$ cat src/rtl/sb_ctrl_if.sv
// rtl/sb_ctrl_if.sv - Store-buffer controller handshake bundle (dispatch, execute, retire, drain)
// Optional SB_STALL_CNT_EN adds the allocation stall counter output.
interface sb_ctrl_if #(
   parameter int SB_ENTRY = 8,
   parameter int ADDR_W   = 32,
   parameter int DATA_W   = 32
);
   localparam int NW = $clog2(SB_ENTRY);

   logic                alloc_v_i;
   logic                alloc_ready_o;
   logic [NW-1:0]       alloc_sb_num_o;
   logic                st_wb_v_i;
   logic [NW-1:0]       st_wb_sb_num_i;
   logic [ADDR_W-1:0]   st_wb_addr_i;
   logic [DATA_W-1:0]   st_wb_data_i;
   logic                st_retire_v_i;
   logic                flush_i;
   logic                mem_v_o;
   logic [ADDR_W-1:0]   mem_addr_o;
   logic [DATA_W-1:0]   mem_data_o;
   logic                mem_ready_i;
   logic [SB_ENTRY-1:0] sb_wb_vector_o;
   logic [NW-1:0]       sb_commit_pt_o;
   logic                sb_full_o;
   logic                sb_empty_o;
`ifdef SB_STALL_CNT_EN
   logic [31:0]         sb_stall_cnt_o;
`endif

   modport slave (
`ifdef SB_STALL_CNT_EN
      output sb_stall_cnt_o,
`endif
      input  alloc_v_i, st_wb_v_i, st_wb_sb_num_i, st_wb_addr_i, st_wb_data_i,
      input  st_retire_v_i, flush_i, mem_ready_i,
      output alloc_ready_o, alloc_sb_num_o, mem_v_o, mem_addr_o, mem_data_o,
      output sb_wb_vector_o, sb_commit_pt_o, sb_full_o, sb_empty_o
   );

   modport master (
`ifdef SB_STALL_CNT_EN
      input  sb_stall_cnt_o,
`endif
      output alloc_v_i, st_wb_v_i, st_wb_sb_num_i, st_wb_addr_i, st_wb_data_i,
      output st_retire_v_i, flush_i, mem_ready_i,
      input  alloc_ready_o, alloc_sb_num_o, mem_v_o, mem_addr_o, mem_data_o,
      input  sb_wb_vector_o, sb_commit_pt_o, sb_full_o, sb_empty_o
   );
endinterface

$ cat src/rtl/sb_ctrl.sv
// rtl/sb_ctrl.sv - Store-buffer controller: allocate, capture, retire and in-order drain
// Optional SB_STALL_CNT_EN adds a saturating count of refused allocation cycles.
module sb_ctrl #(
   parameter int SB_ENTRY = 8,
   parameter int ADDR_W   = 32,
   parameter int DATA_W   = 32
) (
   input logic      clk_i,
   input logic      reset_n_i,
   sb_ctrl_if.slave sb
);
   localparam int NW = $clog2(SB_ENTRY);
   localparam int CW = NW + 1;
   localparam logic [CW-1:0] FULL_CNT = CW'(SB_ENTRY);

   typedef enum logic {IDLE, REQ} drain_state_t;

   logic [ADDR_W-1:0]   addr_mem [SB_ENTRY];
   logic [DATA_W-1:0]   data_mem [SB_ENTRY];
   logic [SB_ENTRY-1:0] wb_q;
   logic [SB_ENTRY-1:0] wb_d;
   logic [NW-1:0]       head_q;
   logic [NW-1:0]       retire_q;
   logic [NW-1:0]       tail_q;
   logic [NW-1:0]       retire_d;
   logic [CW-1:0]       count_q;
   logic [CW-1:0]       ret_cnt_q;
   logic [CW-1:0]       count_d;
   logic [CW-1:0]       ret_cnt_d;
   logic [CW-1:0]       unret_left;
   logic [SB_ENTRY-1:0] alloc_mask;
   logic [SB_ENTRY-1:0] squash_mask;
   logic                full;
   logic                alloc_ok;
   logic                retire_ok;
   logic                drain_done;
   logic                wb_ok;
   drain_state_t        state_q;
   logic                mem_v_q;
   logic [ADDR_W-1:0]   mem_addr_q;
   logic [DATA_W-1:0]   mem_data_q;

   // ret_cnt_q counts retired-but-undrained entries, so a completely full buffer
   // (retire_ptr == tail) can still tell "all unretired" from "all retired".
   assign full       = (count_q == FULL_CNT);
   assign alloc_ok   = sb.alloc_v_i && !full && !sb.flush_i;
   assign drain_done = (state_q == REQ) && sb.mem_ready_i;
   assign retire_ok  = sb.st_retire_v_i && (count_q != ret_cnt_q) && wb_q[retire_q];
   assign retire_d   = retire_q + NW'(retire_ok);
   assign ret_cnt_d  = ret_cnt_q + CW'(retire_ok) - CW'(drain_done);
   assign unret_left = count_q - ret_cnt_q - CW'(retire_ok);

   for (genvar g = 0; g < SB_ENTRY; g++) begin : g_mask
      logic [NW-1:0] off_head;
      logic [NW-1:0] off_ret;
      assign off_head       = NW'(g) - head_q;
      assign off_ret        = NW'(g) - retire_d;
      assign alloc_mask[g]  = ({1'b0, off_head} < count_q);
      assign squash_mask[g] = sb.flush_i && ({1'b0, off_ret} < unret_left);
   end

   assign wb_ok = sb.st_wb_v_i && alloc_mask[sb.st_wb_sb_num_i]
                  && !squash_mask[sb.st_wb_sb_num_i];

   always_comb begin
      wb_d = wb_q;
      if (wb_ok) begin
         wb_d[sb.st_wb_sb_num_i] = 1'b1;
      end
      if (drain_done) begin
         wb_d[head_q] = 1'b0;
      end
      if (alloc_ok) begin
         wb_d[tail_q] = 1'b0;
      end
      wb_d = wb_d & ~squash_mask;
   end

   assign count_d = sb.flush_i ? ret_cnt_d
                               : count_q + CW'(alloc_ok) - CW'(drain_done);

   always_ff @(posedge clk_i) begin
      if (!reset_n_i) begin
         head_q    <= '0;
         retire_q  <= '0;
         tail_q    <= '0;
         count_q   <= '0;
         ret_cnt_q <= '0;
         wb_q      <= '0;
      end else begin
         head_q    <= head_q + NW'(drain_done);
         retire_q  <= retire_d;
         tail_q    <= sb.flush_i ? retire_d : tail_q + NW'(alloc_ok);
         count_q   <= count_d;
         ret_cnt_q <= ret_cnt_d;
         wb_q      <= wb_d;
      end
   end

   always_ff @(posedge clk_i) begin
      if (wb_ok) begin
         addr_mem[sb.st_wb_sb_num_i] <= sb.st_wb_addr_i;
         data_mem[sb.st_wb_sb_num_i] <= sb.st_wb_data_i;
      end
   end

   // A completed request always returns to IDLE, leaving one idle cycle between drains.
   always_ff @(posedge clk_i) begin
      if (!reset_n_i) begin
         state_q    <= IDLE;
         mem_v_q    <= 1'b0;
         mem_addr_q <= '0;
         mem_data_q <= '0;
      end else begin
         case (state_q)
            IDLE: begin
               if (ret_cnt_q != '0) begin
                  state_q    <= REQ;
                  mem_v_q    <= 1'b1;
                  mem_addr_q <= addr_mem[head_q];
                  mem_data_q <= data_mem[head_q];
               end
            end
            REQ: begin
               if (sb.mem_ready_i) begin
                  state_q <= IDLE;
                  mem_v_q <= 1'b0;
               end
            end
            default: begin
               state_q <= IDLE;
               mem_v_q <= 1'b0;
            end
         endcase
      end
   end

`ifdef SB_STALL_CNT_EN
   logic [31:0] stall_cnt_q;

   always_ff @(posedge clk_i) begin
      if (!reset_n_i) begin
         stall_cnt_q <= '0;
      end else if (sb.alloc_v_i && full && (stall_cnt_q != 32'hFFFF_FFFF)) begin
         stall_cnt_q <= stall_cnt_q + 32'd1;
      end
   end

   assign sb.sb_stall_cnt_o = stall_cnt_q;
`endif

   assign sb.alloc_ready_o  = !full;
   assign sb.alloc_sb_num_o = tail_q;
   assign sb.mem_v_o        = mem_v_q;
   assign sb.mem_addr_o     = mem_addr_q;
   assign sb.mem_data_o     = mem_data_q;
   assign sb.sb_wb_vector_o = wb_q;
   assign sb.sb_commit_pt_o = head_q;
   assign sb.sb_full_o      = full;
   assign sb.sb_empty_o     = (count_q == '0);
endmodule

$ cat src/flat_wrapper.sv
// flat-port wrapper written by rule: the top's interface ports become plain ports
module sb_ctrl_flat 
#(
   parameter int SB_ENTRY = 8,
   parameter int ADDR_W   = 32,
   parameter int DATA_W   = 32
)
  (clk_i, reset_n_i, sb_alloc_v_i, sb_st_wb_v_i, sb_st_wb_sb_num_i, sb_st_wb_addr_i, sb_st_wb_data_i, sb_st_retire_v_i, sb_flush_i, sb_mem_ready_i, sb_alloc_ready_o, sb_alloc_sb_num_o, sb_mem_v_o, sb_mem_addr_o, sb_mem_data_o, sb_sb_wb_vector_o, sb_sb_commit_pt_o, sb_sb_full_o, sb_sb_empty_o);
  sb_ctrl_if #(.SB_ENTRY(SB_ENTRY), .ADDR_W(ADDR_W), .DATA_W(DATA_W)) sb_i ();
  input logic clk_i;
  input logic reset_n_i;
  input wire logic [$bits(sb_i.alloc_v_i)-1:0] sb_alloc_v_i;
  input wire logic [$bits(sb_i.st_wb_v_i)-1:0] sb_st_wb_v_i;
  input wire logic [$bits(sb_i.st_wb_sb_num_i)-1:0] sb_st_wb_sb_num_i;
  input wire logic [$bits(sb_i.st_wb_addr_i)-1:0] sb_st_wb_addr_i;
  input wire logic [$bits(sb_i.st_wb_data_i)-1:0] sb_st_wb_data_i;
  input wire logic [$bits(sb_i.st_retire_v_i)-1:0] sb_st_retire_v_i;
  input wire logic [$bits(sb_i.flush_i)-1:0] sb_flush_i;
  input wire logic [$bits(sb_i.mem_ready_i)-1:0] sb_mem_ready_i;
  output wire logic [$bits(sb_i.alloc_ready_o)-1:0] sb_alloc_ready_o;
  output wire logic [$bits(sb_i.alloc_sb_num_o)-1:0] sb_alloc_sb_num_o;
  output wire logic [$bits(sb_i.mem_v_o)-1:0] sb_mem_v_o;
  output wire logic [$bits(sb_i.mem_addr_o)-1:0] sb_mem_addr_o;
  output wire logic [$bits(sb_i.mem_data_o)-1:0] sb_mem_data_o;
  output wire logic [$bits(sb_i.sb_wb_vector_o)-1:0] sb_sb_wb_vector_o;
  output wire logic [$bits(sb_i.sb_commit_pt_o)-1:0] sb_sb_commit_pt_o;
  output wire logic [$bits(sb_i.sb_full_o)-1:0] sb_sb_full_o;
  output wire logic [$bits(sb_i.sb_empty_o)-1:0] sb_sb_empty_o;
  assign sb_i.alloc_v_i = sb_alloc_v_i;
  assign sb_i.st_wb_v_i = sb_st_wb_v_i;
  assign sb_i.st_wb_sb_num_i = sb_st_wb_sb_num_i;
  assign sb_i.st_wb_addr_i = sb_st_wb_addr_i;
  assign sb_i.st_wb_data_i = sb_st_wb_data_i;
  assign sb_i.st_retire_v_i = sb_st_retire_v_i;
  assign sb_i.flush_i = sb_flush_i;
  assign sb_i.mem_ready_i = sb_mem_ready_i;
  assign sb_alloc_ready_o = sb_i.alloc_ready_o;
  assign sb_alloc_sb_num_o = sb_i.alloc_sb_num_o;
  assign sb_mem_v_o = sb_i.mem_v_o;
  assign sb_mem_addr_o = sb_i.mem_addr_o;
  assign sb_mem_data_o = sb_i.mem_data_o;
  assign sb_sb_wb_vector_o = sb_i.sb_wb_vector_o;
  assign sb_sb_commit_pt_o = sb_i.sb_commit_pt_o;
  assign sb_sb_full_o = sb_i.sb_full_o;
  assign sb_sb_empty_o = sb_i.sb_empty_o;
  sb_ctrl #(.SB_ENTRY(SB_ENTRY), .ADDR_W(ADDR_W), .DATA_W(DATA_W)) u_core (.clk_i(clk_i), .reset_n_i(reset_n_i), .sb(sb_i));
endmodule
$ cat config.mk
export PLATFORM = sky130hd
export DESIGN_NAME = sb_ctrl_flat
export DESIGN_NICKNAME = d
export VERILOG_FILES = /design/src/rtl/sb_ctrl_if.sv /design/src/rtl/sb_ctrl.sv /design/src/flat_wrapper.sv
export SDC_FILE = /design/constraint.sdc
export NUM_CORES = 1
export LEC_CHECK = 0
export BUFFER_PORTS_ARGS = -buffer_cell sky130_fd_sc_hd__buf_2
export CORE_ASPECT_RATIO = 0.9
export CORE_UTILIZATION = 60
export CTS_BUF_LIST = sky130_fd_sc_hd__clkbuf_16
export DETAILED_ROUTE_END_ITERATION = 6
export PLACE_DENSITY = 0.79
export SYNTH_ARGS = -nofsm -noshare
export SYNTH_HDL_FRONTEND = slang
export SYNTH_SLANG_ARGS = --single-unit
export TNS_END_PERCENT = 30
$ cat constraint.sdc
create_clock -name clk_i -period 9.5 [get_ports clk_i]
set_input_delay 0.95 -clock clk_i [delete_from_list [all_inputs] [get_ports clk_i]]
set_output_delay 0.95 -clock clk_i [all_outputs]
set_load 0.05 [all_outputs]
* Word-level counts from Yosys, hierarchy flattened *
Memory sizes are Yosys's and may differ from the RTL's. A register that Yosys moved wholly into a read port is not among the register bits.
Index checks and enable logic that the tools add are counted.

cells by class
  $add $sub $neg = 25
  $lt $le $gt $ge = 23
  eq/ne operators = 4
  muxes and demuxes = 25
  bitwise logic cells = 8
  reductions and logical operators = 27

operator list
  cell                                                         count
  less-than comparator 3 x 4 -> 1 bit                          16
  AND 8 bit                                                    3
  two-way mux 8 bit                                            3
  NOT 8 bit                                                    3
  subtractor 3 bit (first input constant)                      8
  logical AND 1 bit                                            18
  less-than comparator 3 x 4 -> 1 bit (second input constant)  4
  two-way mux 1 bit                                            12
  subtractor 1 x 3 -> 3 bit (first input constant)             4
  subtractor 2 x 3 -> 3 bit (first input constant)             4
  subtractor 4 x 1 -> 4 bit                                    3
  adder 3 x 1 -> 3 bit                                         3
  binary-select mux 1 bit (select 3 bit)                       3
  demux 1 bit (select 3 bit)                                   3
  >= comparator 3 x 1 -> 1 bit (second input constant)         3
  adder 4 x 1 -> 4 bit                                         2
  bitwise OR 8 bit                                             1
  zero test 1 bit                                              5
  equality test 4 bit (second input constant)                  1
  zero test 4 bit                                              1
  two-way mux 4 bit                                            1
  inequality test 4 bit                                        1
  case mux 1 bit (2 select lines)                              2
  AND reduction 2 bit                                          2
  6 further kinds                                              6

word-level totals
  flip-flop bits (word level) = 27
  bits in writable memories = 512
  output and inout port bits = 82
  word-level logic and storage cells = 122
  memories = 2

memory list
  name             depth  bits a word  rd ports  clocked after Yosys merged registers in  write ports  RTL line       source
  u_core.addr_mem  8      32           1         1                                        1            sb_ctrl.sv:18  logic [ADDR_W-1:0] addr_mem [SB_ENTRY];
  u_core.data_mem  8      32           1         1                                        1            sb_ctrl.sv:19  logic [DATA_W-1:0] data_mem [SB_ENTRY];

* Depth between registers and ports, before layout *
Gate-level depths: netlist (run 1).

  depth in word-level cells = 17
  gate-level depth with buffers = 16
  depth with buffers taken out = 16

* Worst setup path after synthesis (run 1) *
Ideal clock, no wire load.

  path kind = reg2reg
  start point = register u_core.wb_q[0], in the netlist u_core.sb.sb_wb_vector_o[0]
  end point = memory u_core.addr_mem[0][0], enable pin
  setup time = 578 ps
  arrival = 8,106 ps
  required time = 8,922 ps
  setup slack = 816 ps
  cell stages (with the launch flop) = 14
  path buffers = 0
  period minus slack after synthesis = 8,684 ps
  cell sequence = dfxtp_1 -> mux4_2 -> mux2_2 -> nand3_1 -> fa_1 -> fa_1 -> inv_1 -> ha_1 -> a21oi_1 -> nor2_1 -> maj3_1 -> a22oi_2 -> o211ai_4 -> nor3b_1

on the way
  cells in the longest elaborated chain, start to end = 13
  elaborated cells between the ends (all ways) = 35

RTL lines
  what                                                     RTL line        source
  start, declared                                          sb_ctrl.sv:20   logic [SB_ENTRY-1:0] wb_q;
  start signal, assigned                                   sb_ctrl.sv:96   wb_q <= wb_d;
  binary-select mux 1 bit (select 3 bit) *                 sb_ctrl.sv:48   assign retire_ok = sb.st_retire_v_i && (count_q != ret_cnt_q) && wb_q[retire_q];
  two-way mux 1 bit (not written as such) *                sb_ctrl.sv:48
  logical AND 1 bit *                                      sb_ctrl.sv:48
  adder 3 x 1 -> 3 bit                                     sb_ctrl.sv:49   assign retire_d = retire_q + NW'(retire_ok);
  subtractor 1 x 3 -> 3 bit, or another cell as far along  sb_ctrl.sv:57   assign off_ret = NW'(g) - retire_d;
  less-than comparator 3 x 4 -> 1 bit                      sb_ctrl.sv:59   assign squash_mask[g] = sb.flush_i && ({1'b0, off_ret} < unret_left);
  logical AND 1 bit                                        sb_ctrl.sv:59
  binary-select mux 1 bit (select 3 bit) *                 sb_ctrl.sv:63   && !squash_mask[sb.st_wb_sb_num_i];
  two-way mux 1 bit (not written as such) *                sb_ctrl.sv:63
  zero test 1 bit *                                        sb_ctrl.sv:63
  logical AND 1 bit *                                      sb_ctrl.sv:63
  two-way mux 1 bit *                                      sb_ctrl.sv:101  if (wb_ok) begin
  two-way mux 1 bit (not written as such) *                sb_ctrl.sv:102  addr_mem[sb.st_wb_sb_num_i] <= sb.st_wb_addr_i;
  end, declared                                            sb_ctrl.sv:18

Mark *: on every way between the ends. The rest lies on a longest branch, timed or not. The select of a mux whose other input is x is not followed.

* Worst setup path after layout (run 1) *
  start point = register u_core.head_q[1], in the netlist u_core.sb.sb_commit_pt_o[1]
  end point = memory u_core.data_mem[1][11], enable pin

on the way
  cells in the longest elaborated chain, start to end = 8
  elaborated cells between the ends (all ways) = 22

RTL lines
  what                                                     RTL line        source
  start, declared                                          sb_ctrl.sv:22   logic [NW-1:0] head_q;
  start signal, assigned                                   sb_ctrl.sv:91   head_q <= head_q + NW'(drain_done);
  subtractor 1 x 3 -> 3 bit, or another cell as far along  sb_ctrl.sv:56   assign off_head = NW'(g) - head_q;
  less-than comparator 3 x 4 -> 1 bit                      sb_ctrl.sv:58   assign alloc_mask[g] = ({1'b0, off_head} < count_q);
  binary-select mux 1 bit (select 3 bit) *                 sb_ctrl.sv:62   assign wb_ok = sb.st_wb_v_i && alloc_mask[sb.st_wb_sb_num_i]
  two-way mux 1 bit (not written as such) *                sb_ctrl.sv:62
  logical AND 1 bit *                                      sb_ctrl.sv:62
  logical AND 1 bit *                                      sb_ctrl.sv:63
  two-way mux 1 bit *                                      sb_ctrl.sv:101
  two-way mux 1 bit (not written as such) *                sb_ctrl.sv:103  data_mem[sb.st_wb_sb_num_i] <= sb.st_wb_data_i;
  end, declared                                            sb_ctrl.sv:19

Marked as above.

==> results of run 1 <==
## placed cells by master (no fill, tap or decap), drive strengths merged, types with 16 or more instances in the layout
| cell type | instances |
|---|---|
| a21oi | 16 |
| buf | 170 |
| clkbuf | 58 |
| clkinv | 22 |
| dfxtp | 91 |
| edfxtp | 512 |
| ha | 44 |
| inv | 54 |
| mux4 | 130 |
| nand2 | 154 |
| nand3 | 68 |
| nor2 | 21 |
| o211a | 71 |
## metal layers
layer,track usage (%),share of wire (%),wire (um)
met1,35.3,42,20900
met2,42.1,50,24700
met3,3.91,6.2,3070
met4,7.58,2.1,1050
met5,0,0.086,43
## layout make-up
class,count,area (um2)
Antenna cell,3,7.51
Clock buffer,58,1450
Clock inverter,49,373
Fill cell,2434,11700
Inverter,34,128
Multi-Input combinational cell,623,6350
Sequential cell,603,17200
Tap cell,525,657
Timing Repair Buffer,170,903
## stage by stage
step | power (mW) | instances | instance area (um2) | worst slack (ns) | utilization, %
2_1_floorplan | 4.80 | 1335 | 23900 | 0.816 | -
3_3_place_gp | 5.26 | 1955 | 25200 | 3.71 | 65.1
3_5_place_dp | 5.31 | 1955 | 25200 | 3.64 | 65.1
4_1_cts | 7.49 | 2062 | 27100 | 3.63 | 69.8
5_1_grt | 7.74 | 2063 | 27100 | 3.32 | 69.8
6_report | 7.45 | 2065 | 27100 | 3.64 | 69.8
## Yosys cell counts (all sizes together), types with 2 or more instances
| cell type | n | area, um2 |
|---|---|---|
| fa | 4 | 80.1 |
| and2 | 10 | 62.6 |
| dfxtp | 91 | 1820 |
| mux2i | 4 | 40.0 |
| mux2 | 2 | 22.5 |
| o211a | 71 | 711 |
| a21boi | 4 | 30.0 |
| xor2 | 7 | 68.8 |
| mux4 | 130 | 2930 |
| nor3 | 4 | 25.0 |
| buf | 23 | 104 |
| a221oi | 2 | 17.5 |
| nor2b | 9 | 56.3 |
| nand2 | 154 | 578 |
| edfxtp | 512 | 15400 |
| nor4 | 9 | 81.3 |
| nand2b | 3 | 18.8 |
| and3 | 3 | 18.8 |
| a21oi | 16 | 80.1 |
| xnor2 | 15 | 146 |
| inv | 34 | 128 |
| o211ai | 2 | 28.8 |
| nor2 | 21 | 83.8 |
| nand4 | 3 | 18.8 |
| a31oi | 5 | 31.3 |
| clkbuf | 52 | 195 |
| ha | 44 | 551 |
| nand3 | 68 | 340 |
| a21o | 3 | 22.5 |
| a211o | 2 | 17.5 |
| o21ai | 9 | 45.0 |
| maj3 | 2 | 20.0 |
## worst max-delay path, delay by kind of cell (launching register included)
kind	cells	cell delay (ns)
buffers and inverters	3	1.70
and+or+nand+nor	2	0.86
AOI/OAI and AO/OA	3	1.01
adders and majority gates	3	0.86
DFF	1	0.97
## state kept, by name, indices dropped and copies added, names as in the netlist
register / flops
u_core.sb.alloc_sb_num_o: 3
u_core.sb.sb_commit_pt_o: 3
u_core.retire_q: 3
u_core.sb.sb_wb_vector_o: 8
u_core.sb.mem_v_o: 1
u_core.ret_cnt_q: 4
u_core.data_mem: 256
u_core.count_q: 4
u_core.sb.mem_addr_o: 32
u_core.addr_mem: 256
u_core.state_q: 1
u_core.sb.mem_data_o: 32
## cells by family (layout without fill, tap and decap cells)
logic type	Yosys count	count (layout)
muxes	136	136
and+or+nand+nor	288	288
other	0	3
adders and majority gates	50	50
AOI/OAI and AO/OA	127	127
buffers and inverters	109	311
xor gates and xnor gates	22	22
DFF	603	603
## worst max path at each step
stage / from / slack, ns / depth (start not counted) / to
finish: u_core.sb.sb_commit_pt_o[1] / 3.64 / 11 / u_core.data_mem[1][11]
global route: u_core.sb.sb_commit_pt_o[1] / 3.32 / 11 / u_core.addr_mem[1][12]
CTS: u_core.sb.sb_commit_pt_o[1] / 3.63 / 11 / u_core.addr_mem[1][12]
detailed placement: u_core.sb.sb_commit_pt_o[1] / 3.64 / 11 / u_core.data_mem[1][9]
global placement: u_core.sb.sb_commit_pt_o[1] / 3.71 / 11 / u_core.data_mem[1][10]
floorplan: u_core.sb.sb_wb_vector_o[0] / 0.82 / 13 / u_core.addr_mem[0][0]
## power groups by stage
stage               clock, mW  combinational, mW  sequential [mW]
CTS                      2.22               1.98             3.29
global placement            0               1.93             3.33
finish                   2.19               1.97             3.29
floorplan                   0              0.976             3.83
detailed placement          0               1.96             3.35
global route             2.32               2.10             3.32
==> results.py, run 1 <==
metrics = {
    "global_route": {
        "grt_pass1_vias": 13079,
        "grt_pass1_wl_um": 76500,
        "antenna_found_initial": 6,
        "grtUsageTotal_pct": 25.4,
        "grt_max_degree": 103,
        "grt_overflow": 0,
    },
    "yosys": {
        "syn_area_per_cell_um2": 17.9,
        "synth_top_family_by_area": "multiplexers",
        "synth_xor_area_share_pct": 0.900,
        "synth_nets": 1457,
        "ys_warn_count": 0,
        "synthAdderAreaFrac_pct": 2.72,
        "synth_simple_gate_area_share_pct": 5.50,
        "ys_types": 56,
        "syn_inst": 1335,
        "ys_seq_area_share_pct": 71.9,
        "ys_ff_latch": 603,
        "syn_area_mm2": 0.0239,
        "muxShareOfSynthArea_pct": 12.5,
        "synth_compound_area_share_pct": 4.65,
        "yosys_most_used_dff": "edfxtp_1",
        "synth_edf_count": 512,
        "async_reset_ff_share_pct": 0,
    },
    "min_path": {
        "hold_path_startpoint": "u_core.sb.mem_v_o",
        "hold_end": "u_core.sb.mem_v_o",
        "holdCritPathClass": "reg2reg",
        "worstHoldPathCells": 2,
    },
    "finish": {
        "areaGrowthSynthToFinish_pct": 13.3,
        "fin_nets": 1611,
        "drive_gt1_share_pct": 25.8,
    },
    "clock_network": {
        "cts_tree": "built",
        "clkLatencyLatePin_ns": 0.59,
        "cts_hold_buf": 0,
        "ctsRootBufferMaster": "clkbuf_16",
        "htree_levels": 2,
        "cts_buffers": 57,
        "clk_pin_slew_ns": 0.06,
        "cts_sinks": 603,
        "clockBufferDepth": 3,
        "post_cts_resize_count": 0,
        "cts_setup_buffers": 0,
    },
    "power_and_ir_drop": {
        "p_sw_mw": 2.41,
        "p_int_mw": 5.04,
        "p_sw_share_pct": 32.4,
        "power_density_mw_per_mm2": 275,
        "p_comb_share_pct": 26.4,
        "power_frac_seq_pct": 44.2,
        "ir_drop_mv": 0.251,
        "leakagePower_nw": 9.93,
        "p_clk_share_pct": 29.5,
    },
    "placement": {
        "gp_congestion": 0.864,
        "io_buffers": 155,
        "place_hpwl_um": 27500,
    },
    "floorplanning": {
        "fp.dieW_um": 212,
        "initial_utilization_pct": 61.6,
        "ios": 156,
        "dieArea_mm2": 0.0406,
        "core_area_mm2": 0.0388,
        "num_rows": 68,
        "die_y_um": 191,
    },
    "setup_path": {
        "reg2reg_from": "u_core.sb.sb_commit_pt_o[1]",
        "critPathMostFrequentCell": "ha_1",
        "arrival_ns": 6.07,
        "r2r-end": "u_core.data_mem[1][11]",
        "max_stage_delay_ns": 0.97,
        "slowest_stage": "dfxtp_4",
        "end_kind": "flop",
        "critPathMaxFanout": 71,
        "critPathKind": "reg2reg",
        "regToRegSetupSlack_ns": 3.64,
        "cp_cell_sequence": "inv_2, buf_4, ha_1, ha_1, ha_1, a2111oi_0, nand2_1, a31oi_1, o211ai_4, nor2_4, buf_4",
        "setup.worst_path.start_class": "flop",
        "worstRegToRegCells": 11,
        "cp.required_ns": 9.71,
    },
    "drt": {
        "wirelength_um": 49800,
        "avgRoutedWirePerCell_um": 24.1,
        "drt_iter0_markers": 1029,
        "ant_nets": 0,
        "dr_total_vias": 12658,
        "vias_per_cell": 6.13,
        "first_pass_iters": 5,
        "drc_errors": 0,
    },
    "run": {
        "maxCapViolations": 0,
    },
    "sta": {
        "tns_ns": 0,
        "max_freq_mhz": 171,
        "hold_viol": 0,
        "rsz0062_at_grt": "no",
        "skew_ns": 0.0190,
        "tightest_slew_ns": 1.10,
        "slew_viol_final": 0,
        "fin_crit_ns": 5.86,
        "relSlewSlack_pct": 26.9,
        "hold_slack_ns": 0.488,
        "min_period_over_period_pct": 61.6,
        "setup_violations": 0,
    },
    "status": {
        "outcome": "complete, no violations",
    },
}
(Power assumes the default switching activity.)
==> inputs of run 2 (changes only) <==
Settings changed: CORE_UTILIZATION 60 to 54, PLACE_DENSITY 0.79 to 0.75.
Clock period 9.5 ns to 5 ns, I/O delays scaled along.
==> run 2 against run 1 <==
Flip-flop and latch count is the same. Routed wire length is 2.1% lower. Design area increased by 0.79%. Clock power up 84%. Sequential share of layout area fell by 0.38 points. Combinational power is 91% higher. Clock-buffer cell count fell by 2. Utilization fell by 6.8 points. Die area increased by 11%. Largest power group unchanged. Highest routed layer unchanged.
==> results.py, run 2 (synthesis gave the netlist of run 1 again) <==
metrics = {
    "status": {
        "outcome": "complete, no violations",
    },
    "min_path": {
        "hold_end": "u_core.data_mem[4][27]",
        "worstHoldPathCells": 1,
        "holdCritPathClass": "in2reg",
        "hold_path_startpoint": "sb_st_wb_data_i[27]",
    },
    "setup_path": {
        "cp.required_ns": 5.28,
        "slowest_stage": "fa_1",
        "regToRegSetupSlack_ns": 0.51,
        "cp_cell_sequence": "inv_2, ha_4, nand4_1, nand3_4, fa_2, fa_1, inv_2, ha_4, a21oi_1, maj3_1, o21ai_0, nand4b_1, nor2_4, buf_4",
        "setup.worst_path.start_class": "flop",
        "arrival_ns": 4.77,
        "max_stage_delay_ns": 0.58,
        "end_kind": "flop",
        "critPathKind": "reg2reg",
        "r2r-end": "u_core.addr_mem[5][7]",
        "reg2reg_from": "u_core.count_q[2]",
        "critPathMaxFanout": 19,
        "worstRegToRegCells": 14,
    },
    "drt": {
        "wirelength_um": 48700,
        "drc_errors": 0,
        "first_pass_iters": 5,
        "dr_total_vias": 12439,
        "avgRoutedWirePerCell_um": 22.9,
        "ant_nets": 0,
        "vias_per_cell": 5.85,
        "drt_iter0_markers": 1058,
    },
    "sta": {
        "skew_ns": 0.0135,
        "min_period_over_period_pct": 89.7,
        "fin_crit_ns": 4.49,
        "rsz0062_at_grt": "no",
        "setup_violations": 0,
        "slew_viol_final": 0,
        "relSlewSlack_pct": 34.1,
        "tightest_slew_ns": 0.988,
        "fin_ws_ns": 0.514,
        "hold_viol": 0,
        "max_freq_mhz": 223,
    },
    "clock_network": {
        "htree_levels": 2,
        "clkLatencyLatePin_ns": 0.61,
        "post_cts_resize_count": 0,
        "clockBufferDepth": 3,
        "ctsRootBufferMaster": "clkbuf_16",
        "cts_tree": "built",
        "cts_hold_buf": 0,
        "cts_setup_buffers": 0,
        "cts_buffers": 55,
        "clk_pin_slew_ns": 0.07,
        "cts_sinks": 603,
    },
    "floorplanning": {
        "initial_utilization_pct": 55.2,
        "ios": 156,
        "fp.dieW_um": 224,
        "die_y_um": 202,
        "num_rows": 72,
        "dieArea_mm2": 0.0451,
        "core_area_mm2": 0.0433,
    },
    "global_route": {
        "grt_pass1_wl_um": 75700,
        "grt_pass1_vias": 13012,
        "grtUsageTotal_pct": 22.3,
        "use_met1_pct": 30.2,
        "busiest_layer": "met2",
        "grt_max_degree": 135,
        "antenna_found_initial": 5,
        "use_met2_pct": 37.5,
        "grt_overflow": 0,
        "met3_usage_pct": 3.81,
    },
    "placement": {
        "gp_congestion": 0.847,
        "preCtsSetupSlack_ns": 0.562,
        "place_hpwl_um": 27000,
        "io_buffers": 155,
    },
    "finish": {
        "fin_nets": 1610,
        "fin_util_pct": 63.0,
        "areaGrowthSynthToFinish_pct": 14.2,
        "drive_gt1_share_pct": 27.4,
        "top_regs": "u_core.addr_mem x256, u_core.data_mem x256",
        "final_cell_mix": "edfxtp_1 (512), nand2_1 (154), buf_2 (154), mux4_2 (130), dfxtp_1 (79)",
        "final_common_cell": "edfxtp_1",
    },
    "power_and_ir_drop": {
        "leakagePower_nw": 9.90,
        "ir_drop_mv": 0.510,
        "power_density_mw_per_mm2": 513,
    },
    "run": {
        "maxCapViolations": 0,
    },
}
run 2: worst max path at each step:
| stage | start | endpoint | slack (ns) | cells after the start |
|---|---|---|---|---|
| after floorplan | u_core.sb.sb_wb_vector_o[3] | u_core.sb.sb_wb_vector_o[3] | -0.57 | 14 |
| after global placement | u_core.count_q[2] | u_core.addr_mem[5][7] | 0.67 | 14 |
| final | u_core.count_q[2] | u_core.addr_mem[5][7] | 0.51 | 14 |
| after CTS | u_core.count_q[2] | u_core.addr_mem[5][6] | 0.54 | 14 |
| after global routing | u_core.count_q[2] | u_core.sb.sb_wb_vector_o[4] | 0.36 | 13 |
| after detailed placement | u_core.count_q[2] | u_core.addr_mem[5][31] | 0.56 | 14 |
run 2: routing by layer:
layer	share of wire [%]	wire (um)
met2	50	24400
met3	5.7	2800
met1	42	20600
met4	1.8	858
met5	0.047	23
run 2: area by class of cell:
| type | count | area [um2] |
|---|---|---|
| timing repair buffer | 171 | 1040 |
| multi-input combinational | 623 | 6410 |
| tap | 592 | 741 |
| antenna | 3 | 7.51 |
| sequential | 603 | 17200 |
| clock inverter | 45 | 330 |
| inverter | 34 | 128 |
| fill | 3047 | 16000 |
| clock buffer | 56 | 1400 |
run 2: critical path, delay by kind of cell, from the launching register on:
family                   cells  cell delay (ns)
flip-flops                   1             0.30
AND/OR/NAND/NOR              4             0.80
adder cells (fa/ha/maj)      5             1.90
AO/OA/AOI/OAI                2             0.49
buffers and inverters        3             0.66
run 2: report_power, final:
group / internal, mW / switching, mW
Combinational: 1.22 / 2.55
Sequential: 5.98 / 0.240
Clock: 2.24 / 1.78
run 2: per-stage QoR:
step / cell area (um2) / setup TNS (ns) / power (mW) / hold slack, ns / std cells
floorplan: 24000 / -172.63 / 9.16 / 0.446 / 1335
global placement: 25600 / 0 / 10.1 / 0.457 / 2023
detailed placement: 25600 / 0 / 10.1 / 0.465 / 2023
CTS: 27300 / 0 / 14.1 / 0.116 / 2124
global route: 27300 / 0 / 14.6 / 0.149 / 2125
finish: 27300 / 0 / 14.0 / 0.152 / 2127
==> inputs of run 3 (changes only) <==
==> constraint.sdc (replaced) <==
create_clock -name clk_i -period 5 [get_ports clk_i]
set_input_delay 1 -clock clk_i [delete_from_list [all_inputs] [get_ports clk_i]]
set_output_delay 1 -clock clk_i [all_outputs]
set_load 0.05 [all_outputs]
==> run 3 against run 2 <==
Die area unchanged. Combinational power increased by 1%. Register-to-register slack got worse by 0.19 ns. Flip-flop and latch count unchanged. Sequential power about the same. Maximum frequency decreased by 4.0%. First-iteration DRC count increased by 16%. Utilization about the same. Critical endpoint is now u_core.addr_mem[6][31].
==> results.py, run 3 (synthesis gave the netlist of run 1 again) <==
metrics = {
    "finish": {
        "final_common_cell": "edfxtp_1",
        "areaGrowthSynthToFinish_pct": 14.1,
        "top_regs": "u_core.addr_mem x256, u_core.data_mem x256",
        "fin_nets": 1620,
        "final_cells": 2139,
        "fill_cells": 2997,
        "final_cell_area_mm2": 0.0273,
        "drive_gt1_share_pct": 27.2,
        "final_cell_mix": "edfxtp_1 (512), nand2_1 (154), buf_2 (154), mux4_2 (130), dfxtp_1 (80)",
    },
    "drt": {
        "avgRoutedWirePerCell_um": 23.2,
        "drt-met1-wl_um": 20800,
        "wl_met3_um": 3630,
        "drc_errors": 0,
        "dr_total_vias": 12597,
        "vias_per_cell": 5.89,
        "wirelength_um": 49700,
        "first_pass_iters": 5,
        "wl_met2_um": 24200,
        "ant_nets": 0,
        "top_layer": "met5",
        "drt_iter0_markers": 1229,
    },
    "clock_network": {
        "htree_levels": 2,
        "post_cts_resize_count": 0,
        "cts_hold_buf": 0,
        "cts_buffers": 56,
        "clkLatencyLatePin_ns": 0.61,
        "ctsRootBufferMaster": "clkbuf_16",
        "cts_setup_buffers": 0,
        "cts_sinks": 603,
        "cts_tree": "built",
        "clk_pin_slew_ns": 0.06,
        "clockBufferDepth": 3,
    },
    "sta": {
        "min_period_over_period_pct": 93.5,
        "relSlewSlack_pct": 30.1,
        "hold_viol": 0,
        "hold_slack_ns": 0.481,
        "fin_ws_ns": 0.327,
        "slew_viol_final": 0,
        "skew_ns": 0.0195,
        "fin_crit_ns": 4.67,
        "max_freq_mhz": 214,
        "setup_violations": 0,
        "rsz0062_at_grt": "no",
        "tightest_slew_ns": 1.05,
    },
    "placement": {
        "preCtsSetupSlack_ns": 0.251,
        "io_buffers": 155,
        "place_hpwl_um": 28200,
        "place_inst": 2032,
        "post_dp_cell_area_mm2": 0.0256,
        "gp_congestion": 0.849,
    },
    "global_route": {
        "grt_overflow": 0,
        "grt_pass1_wl_um": 76700,
        "antenna_found_initial": 7,
        "grt_pass1_vias": 13027,
        "grtUsageTotal_pct": 22.7,
        "grt_max_degree": 130,
    },
    "floorplanning": {
        "ios": 156,
        "initial_utilization_pct": 55.2,
        "fp.dieW_um": 224,
        "num_rows": 72,
        "core_area_mm2": 0.0433,
        "die_y_um": 202,
        "dieArea_mm2": 0.0451,
    },
    "run": {
        "maxCapViolations": 0,
    },
    "status": {
        "outcome": "complete, no violations",
    },
    "power_and_ir_drop": {
        "power_density_mw_per_mm2": 511,
        "ir_drop_mv": 0.458,
        "leakagePower_nw": 9.93,
    },
    "setup_path": {
        "cp.required_ns": 5.30,
        "end_kind": "flop",
        "setup.worst_path.start_class": "flop",
        "critPathKind": "reg2reg",
        "arrival_ns": 4.98,
        "critPathMaxFanout": 21,
    },
    "min_path": {
        "holdCritPathClass": "reg2reg",
    },
}
run 3: critical path, cell delays in order, from the launching register on:
cell and delay (ns):
dfxtp_1 0.43, mux4_2 0.51, mux2_2 0.31, nand3_4 0.09
inv_1 0.06, ha_1 0.18, ha_1 0.39, ha_1 0.35
inv_1 0.05, ha_1 0.26, a21oi_1 0.08, nor2_1 0.16
o21ai_0 0.12, a41o_1 0.35, nor4_4 0.72, buf_12 0.27
run 3: path summary, 6_finish.rpt:
check                           from                     end  slack, ns  cells after the start
setup / recovery  u_core.retire_q[1]  u_core.addr_mem[6][31]       0.33                     15
hold / removal     u_core.sb.mem_v_o       u_core.sb.mem_v_o       0.48                      2
setup reg to reg  u_core.retire_q[1]  u_core.addr_mem[6][31]       0.33                     15
hold reg to reg    u_core.sb.mem_v_o       u_core.sb.mem_v_o       0.48                      2
run 3: layer usage:
layer  up-vias  GRT usage, %
met5         -             0
met2       471          36.7
met1      6440          31.6
met4         6          6.51
li1       5593             -
met3        87          4.56
run 3: report_power, final:
part	internal [mW]	leakage (nW)	switching, mW	total [mW]
clock	2.18	0.878	1.77	3.95
sequential	5.98	5.38	0.216	6.20
combinational	1.22	3.67	2.58	3.81
run 3: area by class of cell:
type / count / area, um2 / share of cell area [%]
Antenna cell: 4 / 10.0 / 0.0367
Clock buffer: 56 / 1400 / 5.14
Clock inverter: 47 / 292 / 1.07
Inverter: 34 / 128 / 0.468
Multi-Input combinational cell: 623 / 6390 / 23.4
Sequential cell: 603 / 17200 / 63.1
Tap cell: 592 / 741 / 2.72
Timing Repair Buffer: 180 / 1100 / 4.05
run 3: through the flow:
step | power (mW) | setup TNS (ns) | utilization, %
floorplan | 9.15 | -248.30 | -
detailed placement | 10.1 | 0 | 59.0
global placement | 10.1 | 0 | 59.0
global route | 14.6 | 0 | 62.9
finish | 13.9 | 0 | 63.0
CTS | 14.1 | 0 | 62.9
